$ cat src/rtl/stone_renderer.sv
// Scans the stone table on each frame start, erasing stale sprites and drawing new or moved ones
// as a one-pixel-per-cycle plot stream; a shadow copy of each entry suppresses redundant redraws.
module stone_renderer #(
  parameter int         STONE_SIZE   = 16,
  parameter int         READ_LATENCY = 2,
  parameter int         SCREEN_W     = 320,
  parameter int         SCREEN_H     = 240,
  parameter logic [2:0] BG_COLOUR    = 3'b000,
  parameter logic [2:0] C_STONE      = 3'b111,
  parameter logic [2:0] C_GOLD       = 3'b110,
  parameter logic [2:0] C_DIAMOND    = 3'b011
) (
  input  logic        clock,
  input  logic        reset,
  input  logic        start,
  input  logic        full_redraw,
  input  logic [3:0]  quantity,
  output logic [3:0]  rd_address,
  input  logic [31:0] rd_data,
  output logic [8:0]  plot_x,
  output logic [7:0]  plot_y,
  output logic [2:0]  colour,
  output logic        plot,
  output logic        busy,
  output logic        done
);

  localparam int          CW    = (STONE_SIZE > 1) ? $clog2(STONE_SIZE) : 1;
  localparam logic [CW-1:0] LAST = CW'(STONE_SIZE - 1);
  localparam logic [9:0]  SCR_W = 10'(SCREEN_W);
  localparam logic [8:0]  SCR_H = 9'(SCREEN_H);
  localparam logic [1:0]  LAT   = 2'(READ_LATENCY);

  typedef enum logic [2:0] {
    S_IDLE, S_ADDR, S_WAIT, S_DECODE, S_ERASE, S_DRAW, S_NEXT, S_DONE
  } state_t;

  state_t        state;
  logic [3:0]    idx;
  logic [3:0]    q_lat;
  logic          fr_lat;
  logic [1:0]    wait_cnt;
  logic [8:0]    cur_x;
  logic [7:0]    cur_y;
  logic [1:0]    cur_type;
  logic          cur_vis;
  logic [CW-1:0] dx;
  logic [CW-1:0] dy;

  logic [8:0]    sh_x   [16];
  logic [7:0]    sh_y   [16];
  logic          sh_vis [16];

  logic          moved;
  logic          need_erase;
  logic          need_draw;
  logic          erasing;
  logic [8:0]    base_x;
  logic [7:0]    base_y;
  logic [9:0]    sum_x;
  logic [8:0]    sum_y;
  logic          in_range;
  logic [2:0]    type_colour;
  logic [2:0]    pix_colour;
  logic          box_last;
  logic          unused_rd;

  assign unused_rd = ^{rd_data[22:19], rd_data[10:4], rd_data[0]};

  always_comb begin
    moved      = (cur_x != sh_x[idx]) || (cur_y != sh_y[idx]);
    need_erase = sh_vis[idx] && (!cur_vis || moved);
    need_draw  = cur_vis && (fr_lat || !sh_vis[idx] || moved);
  end

  // Erase rasters the shadowed box, draw rasters the freshly read one.
  always_comb begin
    erasing  = (state == S_ERASE);
    base_x   = erasing ? sh_x[idx] : cur_x;
    base_y   = erasing ? sh_y[idx] : cur_y;
    sum_x    = {1'b0, base_x} + 10'(dx);
    sum_y    = {1'b0, base_y} + 9'(dy);
    in_range = (sum_x < SCR_W) && (sum_y < SCR_H);
    case (cur_type)
      2'b00:   type_colour = C_STONE;
      2'b01:   type_colour = C_GOLD;
      default: type_colour = C_DIAMOND;
    endcase
    pix_colour = erasing ? BG_COLOUR : type_colour;
    box_last   = (dx == LAST) && (dy == LAST);
  end

  always_ff @(posedge clock) begin
    if (reset) begin
      state      <= S_IDLE;
      idx        <= '0;
      q_lat      <= '0;
      fr_lat     <= 1'b0;
      wait_cnt   <= '0;
      cur_x      <= '0;
      cur_y      <= '0;
      cur_type   <= '0;
      cur_vis    <= 1'b0;
      dx         <= '0;
      dy         <= '0;
      rd_address <= '0;
      plot_x     <= '0;
      plot_y     <= '0;
      colour     <= '0;
      plot       <= 1'b0;
      busy       <= 1'b0;
      done       <= 1'b0;
      for (int i = 0; i < 16; i++) begin
        sh_x[i]   <= '0;
        sh_y[i]   <= '0;
        sh_vis[i] <= 1'b0;
      end
    end else begin
      plot <= 1'b0;
      done <= 1'b0;
      case (state)
        S_IDLE: begin
          idx <= '0;
          // done is still high on the cycle right after a scan, so a start there is dropped
          if (start && !done) begin
            fr_lat <= full_redraw;
            q_lat  <= quantity;
            busy   <= 1'b1;
            state  <= (quantity == 4'd0) ? S_DONE : S_ADDR;
          end
        end
        S_ADDR: begin
          rd_address <= idx;
          wait_cnt   <= '0;
          state      <= S_WAIT;
        end
        S_WAIT: begin
          // rd_address is itself registered, so capture one cycle after the latency has elapsed
          if (wait_cnt == LAT) begin
            cur_x    <= rd_data[31:23];
            cur_y    <= rd_data[18:11];
            cur_type <= rd_data[3:2];
            cur_vis  <= rd_data[1];
            state    <= S_DECODE;
          end else begin
            wait_cnt <= wait_cnt + 2'd1;
          end
        end
        S_DECODE: begin
          dx <= '0;
          dy <= '0;
          if (need_erase)     state <= S_ERASE;
          else if (need_draw) state <= S_DRAW;
          else                state <= S_NEXT;
        end
        S_ERASE, S_DRAW: begin
          plot   <= in_range;
          plot_x <= sum_x[8:0];
          plot_y <= sum_y[7:0];
          colour <= pix_colour;
          if (dx == LAST) begin
            dx <= '0;
            dy <= (dy == LAST) ? '0 : dy + 1'b1;
          end else begin
            dx <= dx + 1'b1;
          end
          if (box_last)
            state <= (erasing && need_draw) ? S_DRAW : S_NEXT;
        end
        S_NEXT: begin
          sh_x[idx]   <= cur_x;
          sh_y[idx]   <= cur_y;
          sh_vis[idx] <= cur_vis;
          if (idx == q_lat - 4'd1) begin
            state <= S_DONE;
          end else begin
            idx   <= idx + 4'd1;
            state <= S_ADDR;
          end
        end
        S_DONE: begin
          done  <= 1'b1;
          busy  <= 1'b0;
          state <= S_IDLE;
        end
        default: state <= S_IDLE;
      endcase
    end
  end

endmodule

$ cat config.mk
export PLATFORM = sky130hd
export DESIGN_NAME = stone_renderer
export DESIGN_NICKNAME = d
export VERILOG_FILES = /design/src/rtl/stone_renderer.sv
export SDC_FILE = /design/constraint.sdc
export NUM_CORES = 1
export LEC_CHECK = 0
export ABC_AREA = 1
export BUFFER_PORTS_ARGS = -buffer_cell sky130_fd_sc_hd__buf_4
export CORE_ASPECT_RATIO = 1.4
export CORE_MARGIN = 5
export CORE_UTILIZATION = 60
export DETAILED_ROUTE_END_ITERATION = 16
export PLACE_DENSITY = 0.78
export SYNTH_ARGS = -nofsm -noshare
export SYNTH_HDL_FRONTEND = slang
export SYNTH_SLANG_ARGS = --single-unit
$ cat constraint.sdc
create_clock -name clock -period 6.4 [get_ports clock]
set_input_delay 1.6 -clock clock [delete_from_list [all_inputs] [get_ports clock]]
set_output_delay 1.6 -clock clock [all_outputs]
set_load 0.01 [all_outputs]
==> flow_summary.yaml <==
power_and_ir_drop:
  p_seq_share_pct: 41.7
  comb_power_share_pct: 25.9
  power.density_mw_per_mm2: 360
  power_frac_clock_pct: 32.3
  ir_drop_v: 0.000332
  switching_power_mw: 2.18
  p_int_mw: 4.52
  p_sw_share_pct: 32.5
  cellLeakagePower_nw: 7.31
synth:
  yosysSeqAreaShare_pct: 59.5
  ys_warn_count: 0
  synth-edff-count: 288
  yosysTopAreaCellShare_pct: 50.9
  syn_avg_cell_area_sq_um: 8.91
  synth_cell_types: 40
  synth_area_leaders: "edfxtp_1 51%, nor2_1 9.6%, nand2_1 9.1%"
  synthArstFlopShare_pct: 0
  ys_ff_latch: 361
  syn_nets: 1964
  synth_cells: 1906
  syn_area_sq_mm: 0.0170
  synth_top_flop_cell: "edfxtp_1"
  yosysTopAreaCell: "edfxtp_1"
global_routing:
  use_met3_pct: 3.92
  grtUsageMet2_pct: 48.4
  met1_usage_pct: 32.8
  antenna_found_initial: 0
  grt_start_max_net_pins: 117
  grt_overflow: 0
  first_global_vias: 12700
  busiest_layer: "met2"
  grt_usage_pct: 27.7
  grt_pass1_wl_mm: 69.0
clocking:
  cts_hold_buf: 0
  clk_pin_slew_ns: 0.06
  h-tree-depth: 2
  clock_path_buffers: 3
  cts_num_sinks: 361
  postCtsSetupRepairBufs: 0
  cts_tree: "yes"
  worstSkewPairLatency_ns: 0.52
  cts_buffers: 35
  cts_resized: 0
  clock-root-buffer: "clkbuf_16"
placed_design:
  dpl.hpwl_mm: 28.4
  place_area_sq_mm: 0.0174
  place_congestion: 1.03
  dp.cells: 2245
  numPortBuffers: 54
finish:
  finish.instance_area_sq_mm: 0.0186
  final_cells: 2308
  final_common_cell: "nor2_1"
  drive_gt1_share_pct: 7.14
  n_antenna_cell: 0
  layout_common_cells: "436 x nor2_1, 410 x nand2_1, 288 x edfxtp_1"
  syn2layout_area_growth_pct: 9.71
  fill_cells: 2234
  nNetsFinal: 1965
timing:
  final.min_clock_period_ns: 4.22
  setup_tns_ns: 0
  maxSlewHeadroom_pct: 23.4
  fmax_mhz: 237
  slew_violations: 0
  rsz0062_at_grt: "false"
  fin_crit_sh_pct: 65.9
  clock_skew_ns: 0.0148
  hold_violations: 0
  worstMarginPinSlew_ns: 1.15
  setup_viol: 0
worst_setup_path:
  path_cells: "inv_6 -> buf_4 -> nand2_1 -> nand2_1 -> nand2_1 -> nand3_1 -> nand3_1 -> nand2_1 -> nand2_1 -> o21ai_0 -> ha_1 -> inv_1 -> fa_1 -> o21ai_0 -> nand3_1 -> nor2_1 -> xnor2_1 -> o21bai_1 -> inv_1"
  path_class: "reg -> reg"
  cpMaxStageDelayCell: "inv_6"
  critical-path-max-stage-delay_ns: 0.58
  arrival_ns: 4.63
  cp_max_fo: 96
  cpMostUsedCell: "nand2_1"
  cp.required_ns: 6.81
  r2r_slack_ns: 2.18
  cp-end-kind: "register"
  critPathLaunchType: "register"
floorplanning:
  dieWidth_microns: 152
  rows: 73
  die_h_microns: 209
  die_area_sq_mm: 0.0318
  start_util_pct: 60.4
  ioPinCount: 67
  core_area_sq_mm: 0.0281
routing:
  viasPerCell: 5.76
  drt_iter0_drc: 1513
  wirelength_mm: 45.1
  drc: 0
  num_vias: 13300
  ant_nets: 0
  wl_per_cell_microns: 19.5
  first_pass_iters: 7
job:
  cap_violations: 0
worst_hold_path:
  min_path_type: "reg -> reg"
  hold_start: "colour[2]$_SDFFE_PP0P_"
outcome:
  status: "finished, final reports clean"
-- synth_stat cells, types with 3 or more instances --
library cell,instances
clkbuf_1,60
nand3_1,165
buf_1,5
clkinv_1,21
buf_6,12
dfxtp_1,73
o21bai_1,7
buf_2,19
nor2_1,436
or2_1,3
a21oi_1,59
o21ai_1,16
nand2_1,410
xnor2_1,7
a211oi_1,3
nor3_1,9
edfxtp_1,288
ha_1,16
xor2_1,10
o221ai_1,3
buf_4,11
inv_1,122
o21ai_0,107
nand4_1,3
o211ai_1,20
or2_2,4
-- final timing paths --
| path | end | depth (start not counted) |
|---|---|---|
| setup / recovery | plot_x[8]$_SDFFE_PP0P_ | 19 |
| hold / removal | colour[2]$_SDFFE_PP0P_ | 2 |
| setup reg to reg | plot_x[8]$_SDFFE_PP0P_ | 19 |
| hold reg to reg | colour[2]$_SDFFE_PP0P_ | 2 |
-- metal layers --
metal  up-vias  wire, microns
met4         0           2860
met5         -              0
met2       717          22500
li1       6261              -
met3       116           3720
met1      6201          16000
-- kinds of logic (layout without fill, tap and decap cells) --
family / count (synthesis) / after routing / share of synthesized area (%)
flops: 361 / 361 / 59.5
buf+inv: 253 / 280 / 6.62
simple gates: 1038 / 1038 / 24.5
fa+ha+maj: 18 / 18 / 1.41
xor+xnor: 17 / 17 / 0.877
compound gates: 219 / 219 / 7.04
-- through the flow --
stage                     worst slack [ns]  power (mW)  hold WS (ns)  utilization [%]
after detailed placement              1.96        4.54         0.446             62.0
after CTS                             2.26        6.69         0.470             66.2
after global placement                2.05        4.49         0.435             62.0
final                                 2.18        6.71         0.470             66.2
after floorplan                       3.25        4.16         0.424                -
after global routing                  1.88        7.01         0.499             66.2
-- critical path, delay by kind of cell, from the launching register on --
family	cells	cell delay, ns
and+or+nand+nor	9	0.97
buffers and inverters	4	1.16
xor gates and xnor gates	1	0.11
AOI/OAI and AO/OA	3	0.64
adders and majority gates	2	0.63
DFF	1	0.51
-- flip-flops by register name (all words and copies together) (netlist names), 4 cells and up, named ones only --
| register | cells |
|---|---|
| cur_x | 9 |
| plot_x | 9 |
| plot_y | 8 |
| cur_y | 8 |
| dx | 4 |
| dy | 4 |
| rd_address | 4 |
| sh_y | 128 |
| q_lat | 4 |
| sh_vis | 16 |
| idx | 4 |
| sh_x | 144 |
-- power groups by stage --
stage	clock [mW]	sequential [mW]	combinational (mW)
after floorplan	0	2.81	1.36
after global placement	0	2.84	1.66
after detailed placement	0	2.85	1.70
after CTS	2.17	2.80	1.72
after global routing	2.26	2.82	1.93
final	2.17	2.80	1.74
-- cell type report --
cell class | instances | area [sq um] | area share (%)
Clock inverter | 17 | 209 | 1.12
Clock buffer | 46 | 983 | 5.28
Sequential cell | 361 | 10100 | 54.3
Multi-Input combinational cell | 1292 | 5750 | 30.8
Timing Repair Buffer | 72 | 553 | 2.97
Inverter | 145 | 552 | 2.96
Tap cell | 375 | 469 | 2.52
Power figures use the tool's default switching activity.
